### src/rtl/poly_mult_ctrl_pkg.sv
// Shared constants, op codes, state encoding and status-word packing for the
// sparse polynomial multiplier command sequencer.
package poly_mult_ctrl_pkg;

  localparam int WEIGHT      = 66;
  localparam int LOGW        = 16;
  localparam int RAMWIDTH    = 32;
  localparam int VEC_WORDS   = 553;
  localparam int RES_WORDS   = 553;
  localparam int ADDR_W      = 10;
  localparam int CYC_W       = 24;
  localparam int TIMEOUT_DEF = 2**24 - 1;

  localparam int POS_IDX_W = $clog2(WEIGHT);

  // Address limits carry the extra status-select bit so that a status-space
  // address never passes a write range check.
  localparam logic [ADDR_W:0] POS_LIMIT = WEIGHT[ADDR_W:0];
  localparam logic [ADDR_W:0] VEC_LIMIT = VEC_WORDS[ADDR_W:0];
  localparam logic [ADDR_W:0] RES_LIMIT = RES_WORDS[ADDR_W:0];

  localparam int STAT_ERR_BIT  = 31;
  localparam int STAT_CODE_LSB = 29;
  localparam int STAT_CYC_LSB  = 0;

  typedef enum logic [1:0] {
    OP_WR_POS = 2'b00,
    OP_WR_VEC = 2'b01,
    OP_START  = 2'b10,
    OP_READ   = 2'b11
  } cmd_op_t;

  typedef enum logic [2:0] {
    S_IDLE,
    S_RUN,
    S_DONE,
    S_RD1,
    S_RD2
  } ctrl_state_t;

  localparam logic [1:0] CODE_IDLE = 2'd0;
  localparam logic [1:0] CODE_RUN  = 2'd1;
  localparam logic [1:0] CODE_DONE = 2'd2;
  localparam logic [1:0] CODE_RD   = 2'd3;

  function automatic logic [1:0] state_code(ctrl_state_t s);
    case (s)
      S_IDLE:  return CODE_IDLE;
      S_RUN:   return CODE_RUN;
      S_DONE:  return CODE_DONE;
      default: return CODE_RD;
    endcase
  endfunction

  function automatic logic [RAMWIDTH-1:0] pack_status(logic err, logic [1:0] code,
                                                      logic [CYC_W-1:0] cyc);
    logic [RAMWIDTH-1:0] w;
    w = '0;
    w[STAT_ERR_BIT]             = err;
    w[STAT_CODE_LSB +: 2]       = code;
    w[STAT_CYC_LSB +: CYC_W]    = cyc;
    return w;
  endfunction

endpackage

### src/rtl/poly_mult_ctrl_if.sv
// Host command / read-response bus between a host (master) and the
// multiplier command sequencer (slave).
interface poly_mult_ctrl_if;
  import poly_mult_ctrl_pkg::*;

  logic                cmd_valid;
  logic                cmd_ready;
  logic [1:0]          cmd_op;
  logic [ADDR_W:0]     cmd_addr;
  logic [RAMWIDTH-1:0] cmd_data;
  logic                rsp_valid;
  logic [RAMWIDTH-1:0] rsp_data;

  modport master (
    output cmd_valid, cmd_op, cmd_addr, cmd_data,
    input  cmd_ready, rsp_valid, rsp_data
  );

  modport slave (
    input  cmd_valid, cmd_op, cmd_addr, cmd_data,
    output cmd_ready, rsp_valid, rsp_data
  );

endinterface

### src/rtl/poly_mult_ctrl_timer.sv
// Run-time cycle counter with synchronous clear, enable and saturation, plus
// the timeout compare used to abort a run that never reports valid.
module poly_mult_ctrl_timer
  import poly_mult_ctrl_pkg::*;
#(
  parameter int TIMEOUT = TIMEOUT_DEF
) (
  input  logic             clk,
  input  logic             rst,
  input  logic             clr,
  input  logic             en,
  output logic [CYC_W-1:0] cycles,
  output logic             timeout
);

  localparam logic [CYC_W-1:0] LIMIT = CYC_W'(TIMEOUT);

  // NOTE: sequential state uses non-blocking assignments so every register
  // in the design samples its inputs as they stood before the clock edge.
  always_ff @(posedge clk) begin
    if (rst || clr) begin
      cycles <= '0;
    end else if (en && (cycles != '1)) begin
      cycles <= cycles + CYC_W'(1);
    end
  end

  assign timeout = (cycles >= LIMIT);

endmodule

### src/rtl/poly_mult_ctrl.sv
// Command sequencer for the sparse polynomial multiplier: loads position and
// vector RAMs, gates the core start on a complete position set, times the run
// and serves result/status reads.
module poly_mult_ctrl
  import poly_mult_ctrl_pkg::*;
#(
  parameter int TIMEOUT = TIMEOUT_DEF
) (
  input  logic                clk,
  input  logic                rst,
  poly_mult_ctrl_if.slave     bus,
  output logic                pos_we,
  output logic [ADDR_W-1:0]   pos_addr,
  output logic [LOGW-1:0]     pos_data,
  output logic                vec_we,
  output logic [ADDR_W-1:0]   vec_addr,
  output logic [RAMWIDTH-1:0] vec_data,
  output logic                core_start,
  input  logic                core_valid,
  output logic [ADDR_W-1:0]   core_rd_addr,
  input  logic [RAMWIDTH-1:0] core_dout,
  output logic                busy_o,
  output logic                err_o
);

  ctrl_state_t         state;
  ctrl_state_t         rd_origin;
  logic [WEIGHT-1:0]   bitmap;
  logic                cmd_ready_q;
  logic                rsp_valid_q;
  logic                rsp_sel_core;
  logic                rd_status;
  logic                rd_core_ok;
  logic [RAMWIDTH-1:0] rsp_word;
  logic [CYC_W-1:0]    cycles;
  logic                timeout;

  cmd_op_t         op;
  logic [ADDR_W:0] addr;
  logic            accept;
  logic            pos_ok;
  logic            vec_ok;
  logic            res_ok;
  logic            start_ok;
  logic            tmr_clr;
  logic            tmr_en;

  assign op       = cmd_op_t'(bus.cmd_op);
  assign addr     = bus.cmd_addr;
  assign accept   = bus.cmd_valid && cmd_ready_q;
  assign pos_ok   = (addr < POS_LIMIT);
  assign vec_ok   = (addr < VEC_LIMIT);
  assign res_ok   = (state == S_DONE) && (addr < RES_LIMIT);
  assign start_ok = &bitmap;

  // The counter freezes on the edge that leaves RUN, so DONE reports the
  // cycles elapsed up to (not including) the valid/timeout edge.
  assign tmr_clr = accept && (op == OP_START) && start_ok;
  assign tmr_en  = (state == S_RUN) && !core_valid && !timeout;

  poly_mult_ctrl_timer #(
    .TIMEOUT (TIMEOUT)
  ) u_timer (
    .clk     (clk),
    .rst     (rst),
    .clr     (tmr_clr),
    .en      (tmr_en),
    .cycles  (cycles),
    .timeout (timeout)
  );

  assign bus.cmd_ready = cmd_ready_q;
  assign bus.rsp_valid = rsp_valid_q;
  assign bus.rsp_data  = rsp_sel_core ? core_dout : rsp_word;

  // NOTE: the position bitmap is a small register array and is reset with
  // the FSM; the external position/vector RAMs are never cleared here.
  always_ff @(posedge clk) begin
    if (rst) begin
      state        <= S_IDLE;
      rd_origin    <= S_IDLE;
      bitmap       <= '0;
      cmd_ready_q  <= 1'b0;
      rsp_valid_q  <= 1'b0;
      rsp_sel_core <= 1'b0;
      rd_status    <= 1'b0;
      rd_core_ok   <= 1'b0;
      rsp_word     <= '0;
      pos_we       <= 1'b0;
      pos_addr     <= '0;
      pos_data     <= '0;
      vec_we       <= 1'b0;
      vec_addr     <= '0;
      vec_data     <= '0;
      core_start   <= 1'b0;
      core_rd_addr <= '0;
      busy_o       <= 1'b0;
      err_o        <= 1'b0;
    end else begin
      pos_we      <= 1'b0;
      vec_we      <= 1'b0;
      core_start  <= 1'b0;
      cmd_ready_q <= (state == S_IDLE) || (state == S_DONE);

      case (state)
        S_IDLE, S_DONE: begin
          if (accept) begin
            case (op)
              OP_WR_POS: begin
                state <= S_IDLE;
                if (pos_ok) begin
                  pos_we   <= 1'b1;
                  pos_addr <= addr[ADDR_W-1:0];
                  pos_data <= bus.cmd_data[LOGW-1:0];
                  bitmap[addr[POS_IDX_W-1:0]] <= 1'b1;
                end else begin
                  err_o <= 1'b1;
                end
              end
              OP_WR_VEC: begin
                state <= S_IDLE;
                if (vec_ok) begin
                  vec_we   <= 1'b1;
                  vec_addr <= addr[ADDR_W-1:0];
                  vec_data <= bus.cmd_data;
                end else begin
                  err_o <= 1'b1;
                end
              end
              OP_START: begin
                if (start_ok) begin
                  core_start  <= 1'b1;
                  state       <= S_RUN;
                  busy_o      <= 1'b1;
                  cmd_ready_q <= 1'b0;
                end else begin
                  err_o <= 1'b1;
                end
              end
              OP_READ: begin
                rd_origin    <= state;
                state        <= S_RD1;
                busy_o       <= 1'b1;
                cmd_ready_q  <= 1'b0;
                core_rd_addr <= addr[ADDR_W-1:0];
                rd_status    <= addr[ADDR_W];
                rd_core_ok   <= !addr[ADDR_W] && res_ok;
                if (!addr[ADDR_W] && !res_ok) err_o <= 1'b1;
              end
            endcase
          end
        end

        S_RUN: begin
          cmd_ready_q <= 1'b0;
          if (core_valid) begin
            state       <= S_DONE;
            busy_o      <= 1'b0;
            cmd_ready_q <= 1'b1;
          end else if (timeout) begin
            state       <= S_IDLE;
            err_o       <= 1'b1;
            busy_o      <= 1'b0;
            cmd_ready_q <= 1'b1;
          end
        end

        // The core read address was presented in RD1; its data lands during RD2.
        S_RD1: begin
          state        <= S_RD2;
          cmd_ready_q  <= 1'b0;
          rsp_valid_q  <= 1'b1;
          rsp_sel_core <= rd_core_ok;
          rsp_word     <= rd_status ? pack_status(err_o, state_code(rd_origin), cycles) : '0;
        end

        S_RD2: begin
          state        <= rd_origin;
          cmd_ready_q  <= 1'b1;
          rsp_valid_q  <= 1'b0;
          rsp_sel_core <= 1'b0;
          rsp_word     <= '0;
          busy_o       <= 1'b0;
        end

        default: begin
          state  <= S_IDLE;
          busy_o <= 1'b0;
        end
      endcase
    end
  end

endmodule

### src/flat_wrapper.sv
// flat-port wrapper written by rule: the top's interface ports become plain ports
module poly_mult_ctrl_flat import poly_mult_ctrl_pkg::*;
#(
  parameter int TIMEOUT = TIMEOUT_DEF
)
  (clk, rst, pos_we, pos_addr, pos_data, vec_we, vec_addr, vec_data, core_start, core_valid, core_rd_addr, core_dout, busy_o, err_o, bus_cmd_valid, bus_cmd_op, bus_cmd_addr, bus_cmd_data, bus_cmd_ready, bus_rsp_valid, bus_rsp_data);
  poly_mult_ctrl_if bus_i ();
  input  logic clk;
  input  logic rst;
  output logic pos_we;
  output logic [ADDR_W-1:0] pos_addr;
  output logic [LOGW-1:0] pos_data;
  output logic vec_we;
  output logic [ADDR_W-1:0] vec_addr;
  output logic [RAMWIDTH-1:0] vec_data;
  output logic core_start;
  input  logic core_valid;
  output logic [ADDR_W-1:0] core_rd_addr;
  input  logic [RAMWIDTH-1:0] core_dout;
  output logic busy_o;
  output logic err_o;
  input wire logic [$bits(bus_i.cmd_valid)-1:0] bus_cmd_valid;
  input wire logic [$bits(bus_i.cmd_op)-1:0] bus_cmd_op;
  input wire logic [$bits(bus_i.cmd_addr)-1:0] bus_cmd_addr;
  input wire logic [$bits(bus_i.cmd_data)-1:0] bus_cmd_data;
  output wire logic [$bits(bus_i.cmd_ready)-1:0] bus_cmd_ready;
  output wire logic [$bits(bus_i.rsp_valid)-1:0] bus_rsp_valid;
  output wire logic [$bits(bus_i.rsp_data)-1:0] bus_rsp_data;
  assign bus_i.cmd_valid = bus_cmd_valid;
  assign bus_i.cmd_op = bus_cmd_op;
  assign bus_i.cmd_addr = bus_cmd_addr;
  assign bus_i.cmd_data = bus_cmd_data;
  assign bus_cmd_ready = bus_i.cmd_ready;
  assign bus_rsp_valid = bus_i.rsp_valid;
  assign bus_rsp_data = bus_i.rsp_data;
  poly_mult_ctrl #(.TIMEOUT(TIMEOUT)) u_core (.clk(clk), .rst(rst), .bus(bus_i), .pos_we(pos_we), .pos_addr(pos_addr), .pos_data(pos_data), .vec_we(vec_we), .vec_addr(vec_addr), .vec_data(vec_data), .core_start(core_start), .core_valid(core_valid), .core_rd_addr(core_rd_addr), .core_dout(core_dout), .busy_o(busy_o), .err_o(err_o));
endmodule
### config.mk
export PLATFORM = sky130hd
export DESIGN_NAME = poly_mult_ctrl_flat
export DESIGN_NICKNAME = d
export VERILOG_FILES = /design/src/rtl/poly_mult_ctrl_pkg.sv /design/src/rtl/poly_mult_ctrl_if.sv /design/src/rtl/poly_mult_ctrl_timer.sv /design/src/rtl/poly_mult_ctrl.sv /design/src/flat_wrapper.sv
export SDC_FILE = /design/constraint.sdc
export NUM_CORES = 1
export LEC_CHECK = 0
export CORE_ASPECT_RATIO = 0.7
export CORE_MARGIN = 2
export CORE_UTILIZATION = 60
export CTS_CLUSTER_DIAMETER = 80
export CTS_CLUSTER_SIZE = 40
export DETAILED_ROUTE_END_ITERATION = 7
export DONT_BUFFER_PORTS = 1
export PLACE_DENSITY = 0.84
export SKIP_LAST_GASP = 1
export SLEW_MARGIN = 0
export SYNTH_ARGS = -nofsm -noshare
export SYNTH_HDL_FRONTEND = slang
export SYNTH_HIERARCHICAL = 1
export SYNTH_SLANG_ARGS = --single-unit
export TNS_END_PERCENT = 5
### constraint.sdc
create_clock -name clk -period 3.7 [get_ports clk]
set_clock_uncertainty 0.2 [all_clocks]
set_input_delay 0.74 -clock clk [delete_from_list [all_inputs] [get_ports clk]]
set_output_delay 0.74 -clock clk [all_outputs]
set_load 0.03 [all_outputs]
==> summary.txt <==
Status
  • Status: complete, no violations

STA
  • Fmax achieved: 324 MHz
  • Worst-Margin Slew: 1060 ps
  • Final Setup Violations: 0
  • Unrepaired setup endpoints after global routing: false
  • Final period util: 0.834
  • Max_slew headroom: 0.291
  • Slew Limit Fails: 0
  • Fin. Hold Viols: 0
  • Fin crit period: 3080 ps
  • Setup TNS: 0 ps

GRT
  • GR Layer Usage met1: 0.367
  • Initial antenna violation count: 0
  • Top Usage Layer GRT: met1
  • Total track usage: 0.252
  • Routing usage on met2: 0.367
  • First-pass GRT wire length: 31800 um
  • Largest net degree at the start of global routing: 201
  • Vias in the first global route: 6069
  • Routing usage on met3: 0.0762
  • GRT Residual Overflow: 0

Yosys
  • Mapped Nets: 1036
  • Flops & latches, synth: 211
  • FFs w/ async S/R, synth: 0
  • Main synth FF type: dfxtp_1
  • Number of synthesized flops with an enable pin: 0
  • Register area share after synthesis: 0.494
  • Post-Synthesis Cell Area: 0.00854 mm^2
  • Yosys warning count: 6
  • Post-Syn Instances: 954
  • Syn_area_per_cell: 8.96 um^2
  • Synth unique cells: 59

Clock network
  • Clk buf depth: 3
  • Hold_buf cts: 0
  • TritonCTS Buffers: 9
  • H-tree depth: 1
  • Root Buffer: clkbuf_16
  • Setup Fix Bufs, Post-CTS: 0
  • Worst skew pair latency: 470 ps
  • Post-cts sizing count: 0
  • CTS tree: yes
  • CTS clk-pin slew, worst paths: 130 ps
  • CTS Sinks: 211

Final layout
  • Register area: 0.00422 mm^2
  • Fillers: 1168
  • Multi-input gate area: 0.00372 mm^2
  • Ant diodes: 0
  • Area Overhead vs Synth: 3.09%
  • Final net count: 986
  • Final instance area: 0.00881 mm^2
  • Ratio of cells with drive above 1 in the final layout: 0.0850

Critical path
  • Worst Setup End Kind: register
  • Required @ worst endpoint: 3910 ps
  • Setup CP Type: reg2reg
  • Reg2Reg Setup Slack: 620 ps
  • Critical Path AT: 3290 ps
  • CP max FO: 7
  • CP most frequent cell: or4_1
  • Critical path's top delay family: simple AND/OR/NAND/NOR gates
  • Crit start category: register
  • Slowest CP cell: or4_1
  • WP buf/inv: 1
  • CP max stage delay: 580 ps
  • Crit-path cells: ha_1 -> nand4_1 -> nor3_1 -> and2_1 -> or4_1 -> inv_1 -> and3_1 -> nand4_2 -> or4_1 -> a21oi_1

Routing
  • DRT Wirelength: 19900 um
  • Drt pass-1 iters: 5
  • Routed vias/inst: 6.01
  • WL per Instance: 18.1 um
  • Initial DRC Count: 556
  • Routed Antenna Nets: 0
  • Via Count: 6583
  • DRC: 0

Pwr
  • Clock network fraction of total power: 0.331
  • Sequential share of power: 0.646
  • Static leakage power: 0.00292 uW
  • Peak VDD IR: 0.389 mV
  • Switching pwr: 780 uW
  • Sw Ratio: 0.218
  • PD cells: 407 mW/mm^2
  • Cell Int Power: 2800 uW
  • Gate power share: 0.023

Worst hold path
  • Hold WC Path Type: in2reg

Placed design
  • I/O Buffers: 0
  • Routability congestion estimate from global placement: 0.866
  • Placed instance area: 0.00854 mm^2
  • Post-detail-place hpwl: 13500 um

Floorplanning
  • Num ports: 198
  • Row count: 36
  • Chip Width: 147 um
  • Die footprint: 0.0152 mm^2
  • Core area: 0.0139 mm^2
  • Initial Util: 0.614
  • Die outline height: 104 um

Run
  • Max cap viols: 0
## registers in the layout, indices dropped and copies added (netlist names)
register               flops
u_core/rd_status           1
u_core/core_start          1
u_core/pos_data           16
u_core/rd_core_ok          1
u_core/core_rd_addr       10
u_core/bus.rsp_valid       1
u_core/pos_addr           10
u_core/vec_we              1
u_core/rd_origin           3
u_core/vec_data           32
u_core/bus.cmd_ready       1
u_core/vec_addr           10
u_core/bitmap             66
u_core/rsp_sel_core        1
u_core/state               3
u_core/pos_we              1
u_core/busy_o              1
u_core/err_o               1
u_core/rsp_word           27
u_core/u_timer/cycles     24
## cell usage after synthesis (7+ instances only)
cell	count	area, um^2
buf_2	7	35.0
inv_1	69	259
o22ai_2	10	125
a211oi_1	8	60.1
nand3_1	11	55.1
buf_6	7	78.8
buf_1	7	26.3
o21ai_0	8	40.0
and3_1	8	50.1
a31oi_1	7	43.8
nand2b_1	7	43.8
dfxtp_1	211	4220
nand4_1	24	150
a22oi_1	26	195
mux2i_1	42	420
mux2_2	27	304
nand2_1	99	372
xnor2_1	16	140
clkbuf_1	48	180
nor3_1	12	60.1
a21oi_1	63	315
nor2_1	113	424
o22ai_1	48	300
## cell type report
type | instances | share of cell area
clock buffer | 10 | 0.0271
clock inverter | 3 | 0.00369
inverter | 70 | 0.0298
multi-input combinational | 602 | 0.423
sequential | 211 | 0.480
tap | 190 | 0.0270
timing repair buffer | 10 | 0.00994
## routing by layer
metal,up-vias,routed length (um)
met5,-,0
met4,0,339
met3,26,1930
met2,283,8570
met1,3096,9020
li1,3178,-
## cells in the final DEF (no fill, tap or decap), types with 6 or more instances in the layout
| cell | n |
|---|---|
| a211oi_1 | 8 |
| a21oi_1 | 63 |
| a22oi_1 | 26 |
| a31oi_1 | 7 |
| and2_1 | 6 |
| and3_1 | 8 |
| buf_4 | 9 |
| clkbuf_16 | 9 |
| dfxtp_1 | 211 |
| inv_1 | 69 |
| mux2_2 | 27 |
| mux2i_1 | 42 |
| nand2_1 | 99 |
| nand2b_1 | 7 |
| nand3_1 | 11 |
| nand4_1 | 24 |
| nor2_1 | 112 |
| nor3_1 | 12 |
| nor4_1 | 6 |
| o21ai_0 | 8 |
| o22ai_1 | 48 |
| o22ai_2 | 10 |
| xnor2_1 | 16 |
## worst paths after layout
| kind | startpoint | cells past startpoint | end |
|---|---|---|---|
| setup / recovery | u_core/u_timer/cycles[0] | 10 | u_core/u_timer/cycles[23] |
| hold / removal | rst | 1 | u_core/rsp_word[16] |
| setup reg to reg | u_core/u_timer/cycles[0] | 10 | u_core/u_timer/cycles[23] |
| hold reg to reg | u_core/rd_status | 2 | u_core/rd_status |
## worst reg2reg max path, delay by kind of cell, from the launching register on
kind	cells	cell delay [ps]
and+or+nand+nor	7	1940
buffers and inverters	1	140
DFF	1	370
adders and majority gates	1	230
AOI/OAI and AO/OA	1	140
## cell families after synthesis
family / Yosys count / synth area share
AO/OA/AOI/OAI: 187 / 0.142
XOR/XNOR: 16 / 0.0164
flip-flops: 211 / 0.494
adder cells (fa/ha/maj): 1 / 0.00146
multiplexers: 70 / 0.0861
buffers and inverters: 141 / 0.0700
AND/OR/NAND/NOR: 328 / 0.190
## through the flow
| step | hold slack, ps | std cells | power, uW | worst slack (ps) | utilization |
|---|---|---|---|---|---|
| 2_1_floorplan | 229 | 954 | 2460 | 651 | - |
| 3_5_place_dp | 252 | 1083 | 2440 | 694 | 0.613 |
| 5_1_grt | 113 | 1096 | 3680 | 452 | 0.633 |
| 4_1_cts | 119 | 1096 | 3600 | 649 | 0.633 |
| 6_report | 124 | 1096 | 3580 | 616 | 0.633 |
| 3_3_place_gp | 251 | 1083 | 2440 | 739 | 0.613 |
## power by group through the flow
stage	Clock [uW]	Sequential (uW)	Combinational [uW]
after global routing	1280	2310	91.7
final	1190	2310	84.1
after CTS	1200	2310	82.7
after detailed placement	0	2360	82.0
after global placement	0	2360	80.5
after floorplan	0	2360	108
No activity file was read; power rests on OpenSTA's default activity.
